===== src/rtl/mc_ctrl.sv =====
// mc_ctrl: multicycle MIPS control unit (FETCH -> DCD -> EXE -> MEM -> WB).
// Latency (zero wait): j/jal/jr 2, branch 3, sw 4, R/I ALU 4, lw 5 cycles.
// Backpressure: FETCH holds on im_ready=0, MEM holds on dm_ready=0 with the request held.
// Ports: clk/rst (sync, active-high); Op/Funct/Rt from IR; Compare = ALU bit 0;
//        im_ready/dm_ready memory handshakes; PCWr/IRWr/RFWr/DMWr/DMRd strobes;
//        ALUOp/ALUSrcA/ALUSrcB/ExtOp to the ALU; NPCOp/WDSel/GPRSel muxes; Illegal pulse.
module mc_ctrl #(
    parameter int RA_IDX = 31
) (
    input  logic       clk,
    input  logic       rst,
    input  logic [5:0] Op,
    input  logic [5:0] Funct,
    input  logic [4:0] Rt,
    input  logic       Compare,
    input  logic       im_ready,
    input  logic       dm_ready,
    output logic       PCWr,
    output logic       IRWr,
    output logic       RFWr,
    output logic       DMWr,
    output logic       DMRd,
    output logic [4:0] ALUOp,
    output logic       ALUSrcA,
    output logic       ALUSrcB,
    output logic       ExtOp,
    output logic [1:0] NPCOp,
    output logic [1:0] WDSel,
    output logic [1:0] GPRSel,
    output logic       Illegal
);

    // ALU operation encodings shared with the datapath ALU.
    localparam logic [4:0] ALUOp_NOP  = 5'd0,  ALUOp_ADD  = 5'd1,  ALUOp_ADDU = 5'd2;
    localparam logic [4:0] ALUOp_SUB  = 5'd3,  ALUOp_SUBU = 5'd4,  ALUOp_AND  = 5'd5;
    localparam logic [4:0] ALUOp_OR   = 5'd6,  ALUOp_XOR  = 5'd7,  ALUOp_NOR  = 5'd8;
    localparam logic [4:0] ALUOp_SLT  = 5'd9,  ALUOp_SLTU = 5'd10, ALUOp_SLL  = 5'd11;
    localparam logic [4:0] ALUOp_SRL  = 5'd12, ALUOp_SRA  = 5'd13, ALUOp_EQL  = 5'd14;
    localparam logic [4:0] ALUOp_BNE  = 5'd15, ALUOp_GT0  = 5'd16, ALUOp_LE0  = 5'd17;
    localparam logic [4:0] ALUOp_LT0  = 5'd18, ALUOp_GE0  = 5'd19;

    // The register index for jal is applied in the datapath (GPRSel=2);
    // it must still be a valid 5-bit register number.
    if (RA_IDX < 0 || RA_IDX > 31) begin : g_ra_idx_out_of_range
        localparam int RA_IDX_INVALID = RA_IDX;
    end

    typedef enum logic [2:0] {S_FETCH, S_DCD, S_EXE, S_MEM, S_WB} state_t;
    typedef enum logic [3:0] {C_ILL, C_RALU, C_IALU, C_LUI, C_LW, C_SW,
                              C_BR, C_J, C_JAL, C_JR} cls_t;

    state_t     state_q;
    cls_t       cls;
    logic [4:0] dec_alu;
    logic       dec_srca;
    logic       dec_srcb;
    logic       dec_ext;

    // Instruction class and ALU controls; IR is stable for the whole instruction.
    always_comb begin
        cls      = C_ILL;
        dec_alu  = ALUOp_NOP;
        dec_srca = 1'b0;
        dec_srcb = 1'b0;
        dec_ext  = 1'b0;
        case (Op)
            6'h00: begin
                cls = C_RALU;
                case (Funct)
                    6'h00: begin dec_alu = ALUOp_SLL; dec_srca = 1'b1; end
                    6'h02: begin dec_alu = ALUOp_SRL; dec_srca = 1'b1; end
                    6'h03: begin dec_alu = ALUOp_SRA; dec_srca = 1'b1; end
                    6'h04: dec_alu = ALUOp_SLL;
                    6'h06: dec_alu = ALUOp_SRL;
                    6'h07: dec_alu = ALUOp_SRA;
                    6'h08: cls = C_JR;
                    6'h20: dec_alu = ALUOp_ADD;
                    6'h21: dec_alu = ALUOp_ADDU;
                    6'h22: dec_alu = ALUOp_SUB;
                    6'h23: dec_alu = ALUOp_SUBU;
                    6'h24: dec_alu = ALUOp_AND;
                    6'h25: dec_alu = ALUOp_OR;
                    6'h26: dec_alu = ALUOp_XOR;
                    6'h27: dec_alu = ALUOp_NOR;
                    6'h2A: dec_alu = ALUOp_SLT;
                    6'h2B: dec_alu = ALUOp_SLTU;
                    default: cls = C_ILL;
                endcase
            end
            6'h01: begin
                // REGIMM: Rt picks bltz/bgez, anything else is undecoded.
                cls = C_BR;
                if (Rt == 5'd0)      dec_alu = ALUOp_LT0;
                else if (Rt == 5'd1) dec_alu = ALUOp_GE0;
                else                 cls = C_ILL;
            end
            6'h02: cls = C_J;
            6'h03: cls = C_JAL;
            6'h04: begin cls = C_BR; dec_alu = ALUOp_EQL; end
            6'h05: begin cls = C_BR; dec_alu = ALUOp_BNE; end
            6'h06: begin cls = C_BR; dec_alu = ALUOp_LE0; end
            6'h07: begin cls = C_BR; dec_alu = ALUOp_GT0; end
            6'h08: begin cls = C_IALU; dec_alu = ALUOp_ADD;  dec_srcb = 1'b1; dec_ext = 1'b1; end
            6'h09: begin cls = C_IALU; dec_alu = ALUOp_ADDU; dec_srcb = 1'b1; dec_ext = 1'b1; end
            6'h0A: begin cls = C_IALU; dec_alu = ALUOp_SLT;  dec_srcb = 1'b1; dec_ext = 1'b1; end
            6'h0B: begin cls = C_IALU; dec_alu = ALUOp_SLTU; dec_srcb = 1'b1; dec_ext = 1'b1; end
            6'h0C: begin cls = C_IALU; dec_alu = ALUOp_AND;  dec_srcb = 1'b1; end
            6'h0D: begin cls = C_IALU; dec_alu = ALUOp_OR;   dec_srcb = 1'b1; end
            6'h0E: begin cls = C_IALU; dec_alu = ALUOp_XOR;  dec_srcb = 1'b1; end
            // lui: ALU passes B through; the datapath shifts imm16 into the upper half.
            6'h0F: begin cls = C_LUI;  dec_alu = ALUOp_NOP;  dec_srcb = 1'b1; end
            6'h23: begin cls = C_LW;   dec_alu = ALUOp_ADD;  dec_srcb = 1'b1; dec_ext = 1'b1; end
            6'h2B: begin cls = C_SW;   dec_alu = ALUOp_ADD;  dec_srcb = 1'b1; dec_ext = 1'b1; end
            default: cls = C_ILL;
        endcase
    end

    always_ff @(posedge clk) begin
        if (rst) begin
            state_q <= S_FETCH;
        end else begin
            case (state_q)
                S_FETCH: if (im_ready) state_q <= S_DCD;
                S_DCD: begin
                    case (cls)
                        C_J, C_JAL, C_JR, C_ILL: state_q <= S_FETCH;
                        default:                 state_q <= S_EXE;
                    endcase
                end
                S_EXE: begin
                    case (cls)
                        C_LW, C_SW: state_q <= S_MEM;
                        C_BR:       state_q <= S_FETCH;
                        default:    state_q <= S_WB;
                    endcase
                end
                S_MEM: if (dm_ready) state_q <= (cls == C_LW) ? S_WB : S_FETCH;
                default: state_q <= S_FETCH;
            endcase
        end
    end

    // Moore strobes from state_q, qualified by the ready/Compare inputs.
    // Forced low while rst is high so an abandoned store never writes.
    always_comb begin
        PCWr    = 1'b0;
        IRWr    = 1'b0;
        RFWr    = 1'b0;
        DMWr    = 1'b0;
        DMRd    = 1'b0;
        ALUOp   = ALUOp_NOP;
        ALUSrcA = 1'b0;
        ALUSrcB = 1'b0;
        ExtOp   = 1'b0;
        NPCOp   = 2'd0;
        WDSel   = 2'd0;
        GPRSel  = 2'd0;
        Illegal = 1'b0;
        if (!rst) begin
            case (state_q)
                S_FETCH: begin
                    IRWr = im_ready;
                    PCWr = im_ready;
                end
                S_DCD: begin
                    case (cls)
                        C_J:   begin PCWr = 1'b1; NPCOp = 2'd2; end
                        C_JAL: begin
                            PCWr   = 1'b1;
                            NPCOp  = 2'd2;
                            RFWr   = 1'b1;
                            GPRSel = 2'd2;
                            WDSel  = 2'd2;
                        end
                        C_JR:  begin PCWr = 1'b1; NPCOp = 2'd3; end
                        C_ILL: Illegal = 1'b1;
                        default: ;
                    endcase
                end
                S_EXE: begin
                    ALUOp   = dec_alu;
                    ALUSrcA = dec_srca;
                    ALUSrcB = dec_srcb;
                    ExtOp   = dec_ext;
                    if (cls == C_BR && Compare) begin
                        PCWr  = 1'b1;
                        NPCOp = 2'd1;
                    end
                end
                S_MEM: begin
                    DMRd = (cls == C_LW);
                    DMWr = (cls == C_SW);
                end
                S_WB: begin
                    RFWr   = 1'b1;
                    WDSel  = (cls == C_LW) ? 2'd1 : 2'd0;
                    GPRSel = (cls == C_RALU) ? 2'd0 : 2'd1;
                end
                default: ;
            endcase
        end
    end

endmodule

===== config.mk =====
export PLATFORM = sky130hd
export DESIGN_NAME = mc_ctrl
export DESIGN_NICKNAME = d
export VERILOG_FILES = /design/src/rtl/mc_ctrl.sv
export SDC_FILE = /design/constraint.sdc
export NUM_CORES = 1
export LEC_CHECK = 0
export CORE_MARGIN = 4
export CORE_UTILIZATION = 42
export CTS_CLUSTER_SIZE = 30
export DETAILED_ROUTE_END_ITERATION = 8
export GPL_TIMING_DRIVEN = 1
export PLACE_DENSITY_LB_ADDON = 0.2
export SYNTH_ARGS = -nofsm -noshare
export SYNTH_HDL_FRONTEND = slang
export SYNTH_SLANG_ARGS = --single-unit

===== constraint.sdc =====
create_clock -name clk -period 2.6 [get_ports clk]
set_input_delay 0.52 -clock clk [delete_from_list [all_inputs] [get_ports clk]]
set_output_delay 0.52 -clock clk [all_outputs]
set_load 0.02 [all_outputs]

# After elaboration in Yosys (flattened, before gate mapping)
# Index checks and enable logic that the tools add are counted.
# totals
register_bits	3
in_bits	22
out_inout_bits	20
word_cells	122
# op_classes
n_eq_ne	47
n_mux	53
reduce_logical	21
# op_table
op	n
== test 6 bit (second input constant)	12
one-hot mux 5 bit (13 select lines)	1
== test 6 x 4 -> 1 bit (second input constant)	9
one-hot mux 4 bit (13 select lines)	1
== test 6 x 3 -> 1 bit (second input constant)	7
one-hot mux 4 bit (9 select lines)	1
two-way mux 1 bit	27
== test 6 x 2 -> 1 bit (second input constant)	4
two-way mux 5 bit	4
== test 4 x 3 -> 1 bit (second input constant)	4
one-hot mux 2 bit (2 select lines)	4
OR reduction 16 bit	1
two-way mux 3 bit	5
zero test 6 bit	2
one-hot mux 3 bit (4 select lines)	1
two-way mux 2 bit	5
OR reduction 10 bit	1
OR reduction 2 bit	5
OR reduction 3 bit	3
== test 4 bit (second input constant)	2
one-hot mux 4 bit (2 select lines)	1
OR reduction 4 bit	2
OR reduction 7 bit	1
== test 3 x 2 -> 1 bit (second input constant)	2
other kinds (15)	16

# Depth between registers and ports, before layout
# depth
depth_word	9
depth_mapped	7
mapped_depth_nobuf	6

# Worst setup path after synthesis
# No wires, ideal clock.
# synth_timing
path_type	input-to-output
from	input Funct[1]
to	output PCWr
arrival_ps	2150
setup_slack_ps	-70
path_stages	7
path_buffers	1
path_cell_list	clkbuf_1 -> or3_1 -> nor3_1 -> a21oi_1 -> nor3_1 -> nand4_1 -> a21oi_1
# synth_via
elab_chain_cells	9
# synth_rtl
element	line	text
start, declared	13	input logic [5:0] Funct,
== test 6 x 2 -> 1 bit, or another cell as far along	69	case (Funct)
OR reduction 16 bit (no source line)	-	
one-hot mux 4 bit (2 select lines) (*)	69	
one-hot mux 4 bit (9 select lines) (*)	66	case (Op)
== test 4 bit, or another cell as far along	166	case (cls)
OR reduction 3 bit (no source line) or logical AND 1 bit (tied branches)	-	
two-way mux 1 bit (on tied branches)	166, 185	
one-hot mux 1 bit (3 select lines) (*)	160	case (state_q)
two-way mux 1 bit (*)	159	if (!rst) begin
end, declared	18	output logic PCWr,
# Mark *: on every way between the ends. The rest lies on a longest branch, timed or not.

# Final worst setup path
# layout_timing
from	input Op[2]
to	output PCWr
# layout_via
elab_chain_cells	8
# layout_rtl
element	line	text
start, declared	12	input logic [5:0] Op,
== test 6 x 4 -> 1 bit or == test 6 x 3 -> 1 bit (tied branches)	66	
OR reduction 7 bit (no source line) or OR reduction 4 bit (tied branches)	-	
one-hot mux 4 bit (9 select lines) (*)	66	
== test 4 bit, or another cell as far along	166	
OR reduction 3 bit (no source line) or logical AND 1 bit (tied branches)	-	
two-way mux 1 bit (on tied branches)	166, 185	
one-hot mux 1 bit (3 select lines) (*)	160	
two-way mux 1 bit (*)	159	
# Marks and branches as above.

==> metrics <==
TritonCTS clock tree done; Max Fanout on Critical Path 5; Fmax achieved slightly below 400 MHz; post-synth cell types 45; Biggest register state_q; H-tree depth 1; Net Switching about 160 µW; HP Class reg2reg; dpl hpwl 2.94 mm; Arr. time, crit path 2070 ps; warnings from Yosys 0; most common cell after layout, fill and taps aside buf_4; WP buf/inv 3; startpoint types input port; Inst Count DP 265; final hold viol count 0; Crit. Startpoint Op[2]; first-iteration detailed-routing DRC count 181; sw frac 0.420; IO Pins between 40 and 50; mean post-synth cell area ~6 µm²; Compound-Gate Fraction of Synth Area 0.309; design area 0.00197 mm²; drt drc 0; Antenna diodes 0; GRT Residual Overflow 0; non-filler instance count after layout 283; adder-cell share of the synthesized area 0; largest net degree at the start of global routing 15; placed inst area 0.00171 mm²; row cnt 17; Rel. slew slack 0.763; routed vias/inst 6.52; DR vias 1846; vias in the first global route 1695; largest delay contributor family on the critical path compound AO/OA/AOI/OAI gates; clock sink total 3; worst stage delay on the critical path approximately 250 ps; most frequent cells in the layout 55 x buf_4, 17 x nand2_1, 15 x nor2_1; Root Driver clkbuf_4; mux share of post-synthesis cell area 0.0412; R2R cell count 5; Netlist Area Pre-Place 972 µm²; CP dominant cell by count buf_6; crit path time final between 2000 and 3000 ps; Worst path slowest cell a211oi_4; FF-to-FF Start state_q[2]; xor and xnor area share after synthesis 0.0180; Setup Viol. Count Final 0; Slew @ Worst Pin 356 ps; Final Skew 2.51 ps; Crit path required time 2080 ps; clk_lat worst skew roughly 230 ps; Routed Antenna Nets 0; period utilisation layout 0.996; die height 56.1 µm; max reg flops 3; area of the die 0.00315 mm²; GRT Util Overall 0.298; worst vdd ir 0.000164 V; chip width 56.1 µm; Synth Area in Simple Gates 0.488; gpl congestion 0.877; MaxCap Viol Count 0; Crit. End Element output port; power per standard cell area between 150 and 200 mW/mm²; Hold Crit Depth 2; syn nets 184; layout cells sized above 1 0.510; main combinational cell family by area after synthesis simple AND/OR/NAND/NOR gates; Final nets 278; Worst R2R End state_q[1]; CTS Buf Count 3; Clock Path Buffers 2; clock power share 0.215; # hold bufs at CTS 0; port buffer count 41; max-slew violation count 0; critical path class in2out; Initial Util 0.439; WL/cell approximately 20 µm; initial antenna violation count 0; critical-path cell list clkbuf_4, xor2_2, a32oi_4, o32ai_4, buf_6, a211oi_4, nand4_1, a21oi_2, buf_6; pre-CTS WS -865 ps; cell count after synthesis 162; Flop pwr share 0.128; R2R setup slack 1080 ps; Worst path depth 9; Top Registers state_q (3); first-pass GRT wire length 7.73 mm; #FFs+latches synth 3; Routed WL about 5.6 mm; Synth-to-Final Area Change 102%; Comb power frac 0.657; Worst setup endpoint PCWr; P_int 224 µW; post-synthesis sequential area ratio 0.0618; Pleak approximately 0.00087 µW; Reg clk slew, reported paths 40 ps; setup ws final ~12 ps; outcome completed; first drt pass iteration count 6; core area 0.00221 mm²; # fillers 111
## worst min-delay path by stage
stage                          start         end  slack, ps
after floorplan           state_q[2]  state_q[0]        480
after global placement    state_q[2]  state_q[0]        530
after detailed placement  state_q[2]  state_q[0]        570
after CTS                 state_q[2]  state_q[0]        580
after global routing      state_q[2]  state_q[0]        600
final                     state_q[2]  state_q[0]        590
## what timing repair did
item,in CTS,in global routing
setup endpoints to repair,19,15
pin swaps,22,22
gates cloned,0,1
gates resized for setup,139,46
buffers inserted,5,8
## worst min-delay path: stages, from the launching register on
cell	delay, ps
dfxtp_1	340
buf_4	140
nor3_1	50
## cells by family after synthesis
logic type	Yosys count
AO/OA/AOI/OAI	46
XOR/XNOR	2
buffers and inverters	17
flip-flops	3
multiplexers	4
AND/OR/NAND/NOR	90
## final cells by class
cell class,count,area (µm²),share of cell area
sequential,3,60.1,0.0305
multi-input combinational,142,1050,0.532
tap,28,35.0,0.0178
inverter,4,15.0,0.00763
timing repair buffer,102,783,0.398
clock buffer,4,26.3,0.0134
## power groups by stage
stage / Clock, µW / Sequential [µW] / Combinational (µW)
final: 82.9 / 49.4 / 254
after floorplan: 0 / 49.9 / 91.0
after CTS: 83.7 / 49.2 / 214
after global placement: 0 / 49.7 / 189
after global routing: 89.2 / 49.4 / 266
after detailed placement: 0 / 49.9 / 192
## synthesized netlist by cell type (all sizes together)
cell type | number | area [µm²]
nor3b | 1 | 7.51
a21oi | 15 | 75.1
nand2 | 17 | 63.8
or2 | 1 | 6.26
o32ai | 2 | 25.0
a32oi | 3 | 26.3
clkbuf | 7 | 27.5
o32a | 1 | 10.0
a31oi | 1 | 6.26
buf | 6 | 37.5
nor4 | 5 | 31.3
nand4 | 1 | 6.26
a2111oi | 1 | 8.76
or4 | 1 | 7.51
nand3b | 1 | 7.51
nand2b | 9 | 56.3
o31ai | 2 | 15.0
inv | 4 | 15.0
a211oi | 4 | 30.0
xnor2 | 1 | 8.76
mux2i | 4 | 40.0
xor2 | 1 | 8.76
o21a | 1 | 7.51
and4 | 1 | 8.76
o21ai | 10 | 50.1
and3 | 2 | 12.5
nor2b | 5 | 31.3
or4b | 1 | 10.0
dfxtp | 3 | 60.1
nor4b | 1 | 8.76
a21o | 3 | 22.5
nor2 | 22 | 82.6
nor3 | 9 | 56.3
a22oi | 2 | 15.0
a211o | 1 | 8.76
or3 | 5 | 31.3
nand3 | 7 | 40.0
and2 | 1 | 6.26
## per-layer routing
| metal | wire [µm] | global-route usage |
|---|---|---|
| met1 | 2070 | 0.327 |
| met2 | 2560 | 0.548 |
| met3 | 543 | 0.0464 |
| met4 | 422 | 0.142 |
| met5 | 0 | 0 |
## metrics by stage
step | util | TNS [ps] | hold slack [ps] | total power [µW]
after floorplan | - | 0 | 478 | 141
after global placement | 0.773 | -11180 | 534 | 239
after detailed placement | 0.773 | -11700 | 571 | 242
after CTS | 0.837 | -59.3 | 581 | 347
after global routing | 0.889 | -229 | 597 | 405
final | 0.889 | 0 | 586 | 386
(Power assumes the default switching activity.)
